**config.mk**
```make
export PLATFORM = sky130hd
export DESIGN_NAME = aes_core_arbiter
export DESIGN_NICKNAME = d
export VERILOG_FILES = /design/src/rtl/aes_core_arbiter.sv
export SDC_FILE = /design/constraint.sdc
export NUM_CORES = 1
export LEC_CHECK = 0
export ABC_AREA = 1
export CAP_MARGIN = 25
export CORE_AREA = 2 2 409 411
export CTS_CLUSTER_DIAMETER = 150
export DETAILED_ROUTE_END_ITERATION = 8
export DIE_AREA = 0 0 411 413
export PLACE_DENSITY_LB_ADDON = 0.3
export REMOVE_ABC_BUFFERS = 1
export SYNTH_ARGS = -nofsm -noshare
export SYNTH_HDL_FRONTEND = slang
export SYNTH_SLANG_ARGS = --single-unit
```
**constraint.sdc**
```tcl
create_clock -name clk -period 16.4 [get_ports clk]
set_input_delay 3.28 -clock clk [delete_from_list [all_inputs] [get_ports clk]]
set_output_delay 3.28 -clock clk [all_outputs]
set_load 0.01 [all_outputs]
```
**src/rtl/aes_core_arbiter.sv**
```systemverilog
// Round-robin front end sharing one AES_CORE between two valid/ready requesters.
// Define AES_ARB_TIMEOUT_EN to enable the RUN-state watchdog (error response on expiry).
module aes_core_arbiter #(
  parameter int RST_CYCLES     = 1,
  parameter int TIMEOUT_CYCLES = 64,
  parameter int CNT_W          = 8
) (
  input  logic         clk,
  input  logic         rst,
  input  logic         req0_valid,
  output logic         req0_ready,
  input  logic [127:0] req0_data,
  input  logic [127:0] req0_key,
  input  logic         req1_valid,
  output logic         req1_ready,
  input  logic [127:0] req1_data,
  input  logic [127:0] req1_key,
  output logic         rsp0_valid,
  input  logic         rsp0_ready,
  output logic         rsp1_valid,
  input  logic         rsp1_ready,
  output logic [127:0] rsp_data,
  output logic         rsp_err,
  output logic         busy,
  output logic         grant_id,
  output logic [127:0] core_data_in,
  output logic [127:0] core_key,
  output logic         core_rst_n,
  input  logic [127:0] core_data_out,
  input  logic         core_finished
);

  typedef enum logic [1:0] {IDLE, LOAD, RUN, DONE} state_t;

  typedef struct packed {
    logic [127:0] data;
    logic [127:0] key;
  } job_t;

  if (RST_CYCLES < 1 || RST_CYCLES > 15) begin : g_bad_rst_cycles
    $error("RST_CYCLES must be in 1..15");
  end
  if ((2 ** CNT_W) <= TIMEOUT_CYCLES) begin : g_bad_cnt_w
    $error("CNT_W too narrow for TIMEOUT_CYCLES");
  end

  state_t           state, state_nxt;
  logic             ptr;
  logic [3:0]       ld_cnt;
  logic [CNT_W-1:0] run_cnt;
  logic [1:0]       req_vld, req_rdy, rsp_rdy;
  job_t [1:0]       req_job;
  logic             win, accept, first_run, fin_ok, timeout, retire;

  assign req_vld    = {req1_valid, req0_valid};
  assign rsp_rdy    = {rsp1_ready, rsp0_ready};
  assign req_job[0] = '{data: req0_data, key: req0_key};
  assign req_job[1] = '{data: req1_data, key: req1_key};

  // Pointer only breaks ties; a lone requester always wins.
  assign win     = (&req_vld) ? ptr : req_vld[1];
  assign req_rdy = (state == IDLE && |req_vld) ? (win ? 2'b10 : 2'b01) : 2'b00;
  assign accept  = |req_rdy;

  assign req0_ready = req_rdy[0];
  assign req1_ready = req_rdy[1];

  // finished may still be high from the previous job in the first RUN cycle.
  assign first_run = (run_cnt == '0);
  assign fin_ok    = core_finished && !first_run;
  assign retire    = (state == DONE) && rsp_rdy[grant_id];

`ifdef AES_ARB_TIMEOUT_EN
  assign timeout = (run_cnt == CNT_W'(TIMEOUT_CYCLES - 1));
`else
  assign timeout = 1'b0;
`endif

  always_comb begin
    state_nxt = state;
    case (state)
      IDLE: if (accept) state_nxt = LOAD;
      LOAD: if (ld_cnt == 4'(RST_CYCLES - 1)) state_nxt = RUN;
      RUN:  if (fin_ok || timeout) state_nxt = DONE;
      DONE: if (retire) state_nxt = IDLE;
      default: state_nxt = IDLE;
    endcase
  end

  always_ff @(posedge clk or posedge rst) begin
    if (rst) begin
      state        <= IDLE;
      ptr          <= 1'b0;
      grant_id     <= 1'b0;
      core_data_in <= '0;
      core_key     <= '0;
      ld_cnt       <= '0;
      run_cnt      <= '0;
      rsp_data     <= '0;
    end else begin
      state <= state_nxt;
      case (state)
        IDLE: if (accept) begin
          grant_id     <= win;
          ptr          <= ~win;
          core_data_in <= req_job[win].data;
          core_key     <= req_job[win].key;
          ld_cnt       <= '0;
        end
        LOAD: begin
          ld_cnt  <= ld_cnt + 4'd1;
          run_cnt <= '0;
        end
        RUN: begin
          // Saturate so a long wait never wraps back into the stale-flag window.
          if (run_cnt != '1) run_cnt <= run_cnt + 1'b1;
          if (fin_ok) rsp_data <= core_data_out;
          else if (timeout) rsp_data <= '0;
        end
        default: ;
      endcase
    end
  end

`ifdef AES_ARB_TIMEOUT_EN
  logic err_q;
  always_ff @(posedge clk or posedge rst) begin
    if (rst) err_q <= 1'b0;
    else if (state == RUN) begin
      if (fin_ok) err_q <= 1'b0;
      else if (timeout) err_q <= 1'b1;
    end
  end
  assign rsp_err = err_q;
`else
  assign rsp_err = 1'b0;
`endif

  // Core held in reset whenever no job is running; drops in the retirement cycle too.
  assign core_rst_n = (state == RUN) || (state == DONE && !retire);
  assign busy       = (state != IDLE);
  assign rsp0_valid = (state == DONE) && !grant_id;
  assign rsp1_valid = (state == DONE) &&  grant_id;

endmodule

```
# Word-level counts from Yosys, hierarchy flattened

Index checks and enable logic that the tools add are counted.

Memory bits (read-only): 0
Memories kept: 0
Output and inout bits: 392
Input bits: 647
Bits in latches: 0
Register bits after elaboration: 400
Bits in writable memories: 0
Logic and storage cells: 62

Shift operators: 0
Magnitude comparators: 2
Bitwise gates (word level): 1
$mul: 0
Div/mod/pow operators: 0
Reductions and logical operators: 24
Add/sub/neg operators: 2
Multiplexer cells: 16
Equality and inequality tests: 9

Operator list:

| cell                | count |
|---|---|
| $mux 256            | 2 |
| $pmux 8 s2          | 1 |
| $mux 2              | 6 |
| $ne 2x2->1 const B  | 5 |
| $reduce_and 2->1    | 5 |
| $add 8x1->8 const B | 1 |
| $logic_not 8->1     | 1 |
| $mux 8              | 1 |
| $ne 8x8->1 const B  | 1 |
| $pmux 2 s4          | 1 |
| $pmux 4 s2          | 1 |
| $logic_and 1x1->1   | 6 |
| $reduce_bool 2->1   | 3 |
| $add 4x1->4 const B | 1 |
| $eq 2x2->1 const B  | 2 |
| $logic_not 4->1     | 1 |
| $lt 1x2->1 const B  | 2 |
| $mux 4              | 1 |
| $reduce_and 4->1    | 1 |
| $reduce_or 2->1     | 2 |
| $logic_not 1->1     | 3 |
| $mux 1              | 3 |
| $eq 2x1->1 const B  | 1 |
| $logic_not 2->1     | 1 |
| other kinds (2)     | 2 |

# Depth between registers and ports, before layout

Gate-level depths: netlist of run 1.

Depth in word-level cells: 7
Gate-level depth with buffers: 10

# Worst setup path after synthesis of run 1

OpenSTA, ideal clock, no wires.

Path kind: input to output
Start: input req1_valid
End: output req1_ready
Arrival time: 3975 ps
Slack: 9145 ps
Stages on the path: 5
Buffers on the path: 1
Cells stage by stage: inv_1 a21oi_2 nand2_1 inv_2 clkbuf_1

Word-level cells in the longest chain between the ends: 4
Elaborated cells between the ends (all ways): 6
Classes of those cells: 3 x mux; 3 x reduce/logical

RTL lines:

| element            | line | RTL |
|---|---|---|
| start: declaration | 14   | `input logic req1_valid,` |
| $reduce_and 2->1   | 61   | `assign win = (&req_vld) ? ptr : req_vld[1];` |
| $mux 1             | 61   |  |
| $mux 2             | 62   | `assign req_rdy = (state == IDLE && \|req_vld) ? (win ? 2'b10 : 2'b01) : 2'b00;` |
| $mux 2 *           | 62   |  |
| end: declaration   | 15   | `output logic req1_ready,` |

Mark *: on every way between the ends. The rest lies on a longest branch, timed or not.

# Worst setup path after layout of run 1

Start: input req0_valid
End: output req0_ready

Word-level cells in the longest chain between the ends: 4
Elaborated cells between the ends (all ways): 6
Classes of those cells: 3 x mux; 3 x reduce/logical

RTL lines:

| element            | line | RTL |
|---|---|---|
| start: declaration | 10   | `input logic req0_valid,` |
| $reduce_and 2->1   | 61   |  |
| $mux 1             | 61   |  |
| $mux 2             | 62   |  |
| $mux 2 *           | 62   |  |
| end: declaration   | 11   | `output logic req0_ready,` |

Marked as above.

==> results of run 1 <==
## kinds of logic (layout without fill, tap and decap cells)
family	count (synthesis)	after routing	synth area share (%)
compound gates	148	148	4.44
xor+xnor	5	5	0.258
fa+ha+maj	9	9	0.663
buf+inv	268	1313	6.74
flops	400	400	58.9
other cells	1	11	0.0221
simple gates	1219	1219	29.0
## sequential cells by signal, indices dropped and copies added, names as in the netlist
signal / count
ptr: 1
rsp_data: 128
state: 2
run_cnt: 8
core_data_in: 128
grant_id: 1
ld_cnt: 4
core_key: 128
## worst max-delay path: cells and delay by family
family | cells | cell delay, ns
simple gates | 1 | 0.80
compound gates | 1 | 0.29
buf+inv | 4 | 1.48
## stage by stage
stage,std cells,hold slack [ns]
2_1_floorplan,1936,0.490
3_3_place_gp,5194,0.468
3_5_place_dp,5194,0.472
4_1_cts,5297,0.487
5_1_grt,5299,0.505
6_report,5309,0.480
## power by group through the flow
| stage | logic [mW] | clock network, mW | registers, mW |
|---|---|---|---|
| 2_1_floorplan | 0.824 | 0 | 1.93 |
| 3_3_place_gp | 2.70 | 0 | 1.75 |
| 3_5_place_dp | 2.71 | 0 | 1.76 |
| 4_1_cts | 2.72 | 1.33 | 1.75 |
| 5_1_grt | 2.87 | 1.37 | 1.81 |
| 6_report | 2.62 | 1.27 | 1.75 |
## final cells by class
cell class,count,area (sq um),share of cell area [%]
repair buffers,1056,10600,33.3
flip-flops and latches,400,10000,31.6
multi-input cells,1382,5850,18.5
well taps,2204,2760,8.69
clock buffers,81,1660,5.22
inverters,154,601,1.89
clock inverters,22,238,0.750
diodes,10,25.0,0.0789
## cells in the mapped netlist, types with 2 or more instances
cell and instances:
nand2_1 930, dfrtp_1 400, nand3_1 269, inv_1 151, o21ai_0 141, buf_2 78
clkbuf_1 23, nor2_1 16, buf_4 11, ha_1 9, xor2_1 4, inv_2 3
a21oi_1 2, a21oi_2 2, buf_1 2, nand4_1 2
## metal layers
metal / wire length (microns) / track usage, %
met1: 45300 / 15.1
met4: 2040 / 2.01
met2: 60000 / 24.0
met5: 270 / 0
met3: 9850 / 4.55
## path summary, 6_finish.rpt
check / start / endpoint / slack [ns] / cells past startpoint
worst max-delay path: req0_valid / req0_ready / 7.21 / 6
worst min-delay path: rsp_data[82]$_DFFE_PP0P_ / rsp_data[82]$_DFFE_PP0P_ / 0.48 / 2
worst max register to register: state[0]$_DFFE_PP0P_ / core_key[5]$_DFFE_PP0P_ / 12.35 / 11
worst min register to register: rsp_data[82]$_DFFE_PP0P_ / rsp_data[82]$_DFFE_PP0P_ / 0.48 / 2
max in group asynchronous: rst / core_key[83]$_DFFE_PP0P_ / 11.17 / 5
min in group asynchronous: rst / rsp_data[7]$_DFFE_PP0P_ / 3.21 / 2
==> flow_metrics.env, run 1 <==
export IMPL_status="finished clean"
export IMPL_grt_ovfl_total=0
export IMPL_combPwrFrac_pct=46.4
export IMPL_syn_instance_count=2050
export IMPL_synth_top_area_share_pct=58.9
export IMPL_drc=0
export IMPL_power_internal_mw=3.44
export IMPL_slowest_delay_ns=0.80
export IMPL_routed_via_density=3.38
export IMPL_yosys_most_used_dff="dfrtp_1"
export IMPL_synth_edf_count=0
export IMPL_post_cts_buffers=0
export IMPL_worst_path_most_repeated_cell="clkdlybuf4s50_1"
export IMPL_cts_root_buf="clkbuf_16"
export IMPL_seq_area_frac_synth_pct=58.9
export IMPL_grt_max_degree=138
export IMPL_dieArea_sq_mm=0.170
export IMPL_power_frac_seq_pct=31.0
export IMPL_worst_path_max_delay_cell="nor2_4"
export IMPL_cp_required_ns=13.12
export IMPL_cts_hold_buf=0
export IMPL_fin_crit_sh_pct=56.0
export IMPL_crit_fanout=118
export IMPL_path_clk_slew_ns=0.05
export IMPL_yosysTopAreaCell="dfrtp_1"
export IMPL_hpwl_mm=96.2
export IMPL_place_ws_ns=6.97
export IMPL_final_max_slew_violation_count=0
export IMPL_place_area_sq_mm=0.0297
export IMPL_drtIter0Drc=1070
export IMPL_ant_nets=0
export IMPL_ys_seq_elements=400
export IMPL_grt_use_total_pct=13.2
export IMPL_cts_sinks=400
export IMPL_cp_data_arrival_time_ns=5.91
export IMPL_switching_share_pct=38.9
export IMPL_cts_tree="built"
export IMPL_async_reset_ff_share_pct=100
export IMPL_wl_mm=118
export IMPL_final_area_sq_mm=0.0317
export IMPL_skew_ns=0.0176
export IMPL_max_vdd_ir_drop_mv=0.0793
export IMPL_crit_path_cell_trace="clkdlybuf4s50_1 -> inv_1 -> a21oi_2 -> inv_8 -> nor2_4 -> clkdlybuf4s50_1"
export IMPL_final_cell_mix="1037 x clkdlybuf4s50_1, 930 x nand2_1, 400 x dfrtp_1"
export IMPL_rsz0062_at_grt="no"
export IMPL_nets=3707
export IMPL_grt_pass1_wl_mm=155
export IMPL_power_switching_mw=2.20
export IMPL_slew_headroom_pct=25.9
export IMPL_p_clk_share_pct=22.6
export IMPL_ys_top_cells_by_area="dfrtp_1 59%, nand2_1 21%, nand3_1 7.9%, o21ai_0 4.2%, inv_1 3.3%"
export IMPL_portBuffers=1037
export IMPL_hold_violations=0
export IMPL_p_per_area_mw_per_mm2=178
export IMPL_maxCapViolCount=0
export IMPL_fill_cells=18600
export IMPL_routedWlPerCell_microns=22.1
export IMPL_start_util_pct=10.2
export IMPL_avgSynthCellArea_sq_um=8.29
export IMPL_worst_slew_pin_slew_ns=1.11
export IMPL_rows=150
export IMPL_postCtsResizedCells=0
export IMPL_syn_area_sq_mm=0.0170
export IMPL_ys_warn_count=0
export IMPL_antenna_found_initial=80
export IMPL_fin_tns_setup_ns=0
export IMPL_syn2layout_area_growth_pct=86.6
export IMPL_finalSetupViolCount=0
export IMPL_yosysUniqueCellTypes=23
export IMPL_fin_total_pwr_mw=5.64
export IMPL_fin_ws_ns=7.21
export IMPL_start_kind="primary input"
export IMPL_final_common_cell="clkdlybuf4s50_1"
export IMPL_clk_insertion_delay_late_ns=0.65
export IMPL_utilization_pct=19.1
export IMPL_cts_buffers_inserted=57
export IMPL_htree_levels=2
export IMPL_worstSetupPathType="primary input to primary output"
export IMPL_first_global_vias=17700
export IMPL_vias=18000
export IMPL_die_h_microns=413
export IMPL_cp_end_kind="primary output"
export IMPL_drive_gt1_share_pct=3.91
export IMPL_cellLeakagePower_nw=13.7
export IMPL_finalCriticalPeriod_ns=9.19
export IMPL_clockBufferDepth=3
export IMPL_ios=1039
export IMPL_die_x_microns=411
export IMPL_hold_path_class="flip-flop to flip-flop"
export IMPL_place_congestion=0.864
export IMPL_coreArea_sq_mm=0.166
export IMPL_clock_fmax_ghz=0.109
export IMPL_first_pass_iters=5
Note: power is estimated with default switching activity, not from simulation.
==> run 2: changes to the inputs <==
- clock period: 16.4 -> 9.62 ns (I/O delays scaled with it)
==> run 2 against run 1 <==
Cell count decreased by 0.26%. Largest power group unchanged. Utilization decreased by 0.056 points. Sequential share of layout area grew 0.092 points. Critical path type unchanged. Setup slack worse by 3.8 ns.
==> flow_metrics.env, run 2 (synthesis results as in run 1) <==
export IMPL_status="finished clean"
export IMPL_drc=0
export IMPL_p_clk_share_pct=22.3
export IMPL_cellLeakagePower_nw=13.6
export IMPL_worst_slew_pin_slew_ns=1.05
export IMPL_crit_fanout=98
export IMPL_hold_end="rsp_data[26]$_DFFE_PP0P_"
export IMPL_power_frac_seq_pct=31.2
export IMPL_grt_use_total_pct=13.1
export IMPL_clk_insertion_delay_late_ns=0.66
export IMPL_grt_ovfl_total=0
export IMPL_post_cts_buffers=0
export IMPL_nets=3704
export IMPL_cts_tree="built"
export IMPL_cp_end_kind="primary output"
export IMPL_routed_via_density=3.41
export IMPL_switching_share_pct=38.7
export IMPL_start_kind="primary input"
export IMPL_cts_hold_buf=0
export IMPL_die_x_microns=411
export IMPL_skew_ns=0.0258
export IMPL_power_internal_mw=5.85
export IMPL_cts_root_buf="clkbuf_16"
export IMPL_ant_nets=0
export IMPL_first_pass_iters=6
export IMPL_final_common_cell="clkdlybuf4s50_1"
export IMPL_drtIter0Drc=960
export IMPL_min_path_cells=2
export IMPL_max_vdd_ir_drop_mv=0.158
export IMPL_drive_gt1_share_pct=3.40
export IMPL_r2r_end="core_data_in[106]$_DFFE_PP0P_"
export IMPL_fin_crit_sh_pct=64.2
export IMPL_hold_path_class="flip-flop to flip-flop"
export IMPL_power_switching_mw=3.69
export IMPL_first_global_vias=17700
export IMPL_worstSetupPathType="primary input to primary output"
export IMPL_htree_levels=2
export IMPL_dp_cells=5192
export IMPL_antenna_found_initial=79
export IMPL_grt_max_degree=159
export IMPL_grt_pass1_wl_mm=154
export IMPL_vias=18000
export IMPL_place_ws_ns=3.25
export IMPL_fin_ws_ns=3.44
export IMPL_ff2ff_path_depth=10
export IMPL_maxCapViolCount=0
export IMPL_place_congestion=0.856
export IMPL_cts_buffers_inserted=57
export IMPL_ios=1039
export IMPL_clock_fmax_ghz=0.162
export IMPL_start_util_pct=10.2
export IMPL_finalSetupViolCount=0
export IMPL_cp_required_ns=7.70
export IMPL_wl_mm=116
export IMPL_hpwl_mm=95.2
export IMPL_portBuffers=1037
export IMPL_p_per_area_mw_per_mm2=302
export IMPL_worst_hold_slack_ns=0.480
export IMPL_fin_tns_setup_ns=0
export IMPL_hold_start="rsp_data[26]$_DFFE_PP0P_"
export IMPL_final_area_sq_mm=0.0316
export IMPL_utilization_pct=19.1
export IMPL_combPwrFrac_pct=46.5
export IMPL_coreArea_sq_mm=0.166
export IMPL_fill_cells=18700
export IMPL_r2r_start="state[0]$_DFFE_PP0P_"
export IMPL_routedWlPerCell_microns=22.0
export IMPL_slew_headroom_pct=30.0
export IMPL_place_area_sq_mm=0.0298
export IMPL_finalCriticalPeriod_ns=6.18
export IMPL_postCtsResizedCells=0
export IMPL_die_h_microns=413
export IMPL_hold_violations=0
export IMPL_rsz0062_at_grt="no"
export IMPL_reg_top3="core_data_in x128, core_key x128, rsp_data x128"
export IMPL_cts_sinks=400
export IMPL_rows=150
export IMPL_cp_data_arrival_time_ns=4.26
export IMPL_fin_total_pwr_mw=9.54
export IMPL_fin_cells=5295
export IMPL_clockBufferDepth=3
export IMPL_path_clk_slew_ns=0.06
export IMPL_dieArea_sq_mm=0.170
export IMPL_syn2layout_area_growth_pct=86.1
export IMPL_final_cell_mix="1037 x clkdlybuf4s50_1, 930 x nand2_1, 400 x dfrtp_1"
export IMPL_final_max_slew_violation_count=0
export IMPL_r2r_setup_slack_ns=6.06
[run 2: cell count changes in the layout (fill, tap and decap cells not counted), moves of 3 or more]
| cell | change |
|---|---|
| clkbuf_8 | -9 |
| buf_4 | -5 |
| clkbuf_1 | +8 |
| buf_12 | +3 |
| clkinv_2 | -5 |
| diode_2 | -6 |
[run 2: how the worst max path moves through the flow]
stage | depth (start not counted) | to | startpoint
after detailed placement | 6 | req0_ready | req0_valid
after global placement | 6 | req0_ready | req0_valid
final | 6 | req0_ready | req0_valid
after floorplan | 1 | core_data_in[0]$_DFFE_PP0P_ | rst
after global routing | 6 | req0_ready | req0_valid
after CTS | 6 | req0_ready | req0_valid
[run 2: worst max-delay path: stages]
cell             delay, ns
clkdlybuf4s50_1       0.51
inv_1                 0.08
a21oi_2               0.29
inv_8                 0.23
nor2_4                0.47
clkdlybuf4s50_1       0.63
[run 2: final cells by class]
type	instances	area [sq um]	area share (%)
repair buffers	1053	10600	33.4
flip-flops and latches	400	10000	31.7
multi-input cells	1382	5850	18.5
well taps	2204	2760	8.72
clock buffers	80	1560	4.94
inverters	154	601	1.90
clock inverters	18	259	0.819
diodes	4	10.0	0.0317
[run 2: power groups by stage]
stage | clock network [mW] | logic, mW | registers, mW
4_1_cts | 2.22 | 4.61 | 2.99
6_report | 2.13 | 4.44 | 2.98
5_1_grt | 2.28 | 4.87 | 3.08
3_5_place_dp | 0 | 4.59 | 3.00
2_1_floorplan | 0 | 1.40 | 3.29
3_3_place_gp | 0 | 4.58 | 2.98
[run 2: metal layers]
metal	part of all wire, %	wire (microns)	GRT usage (%)
met2	51	59400	23.4
met1	38	44600	14.9
met5	0.24	276	0
met4	2.1	2480	2.59
met3	8.2	9550	4.57
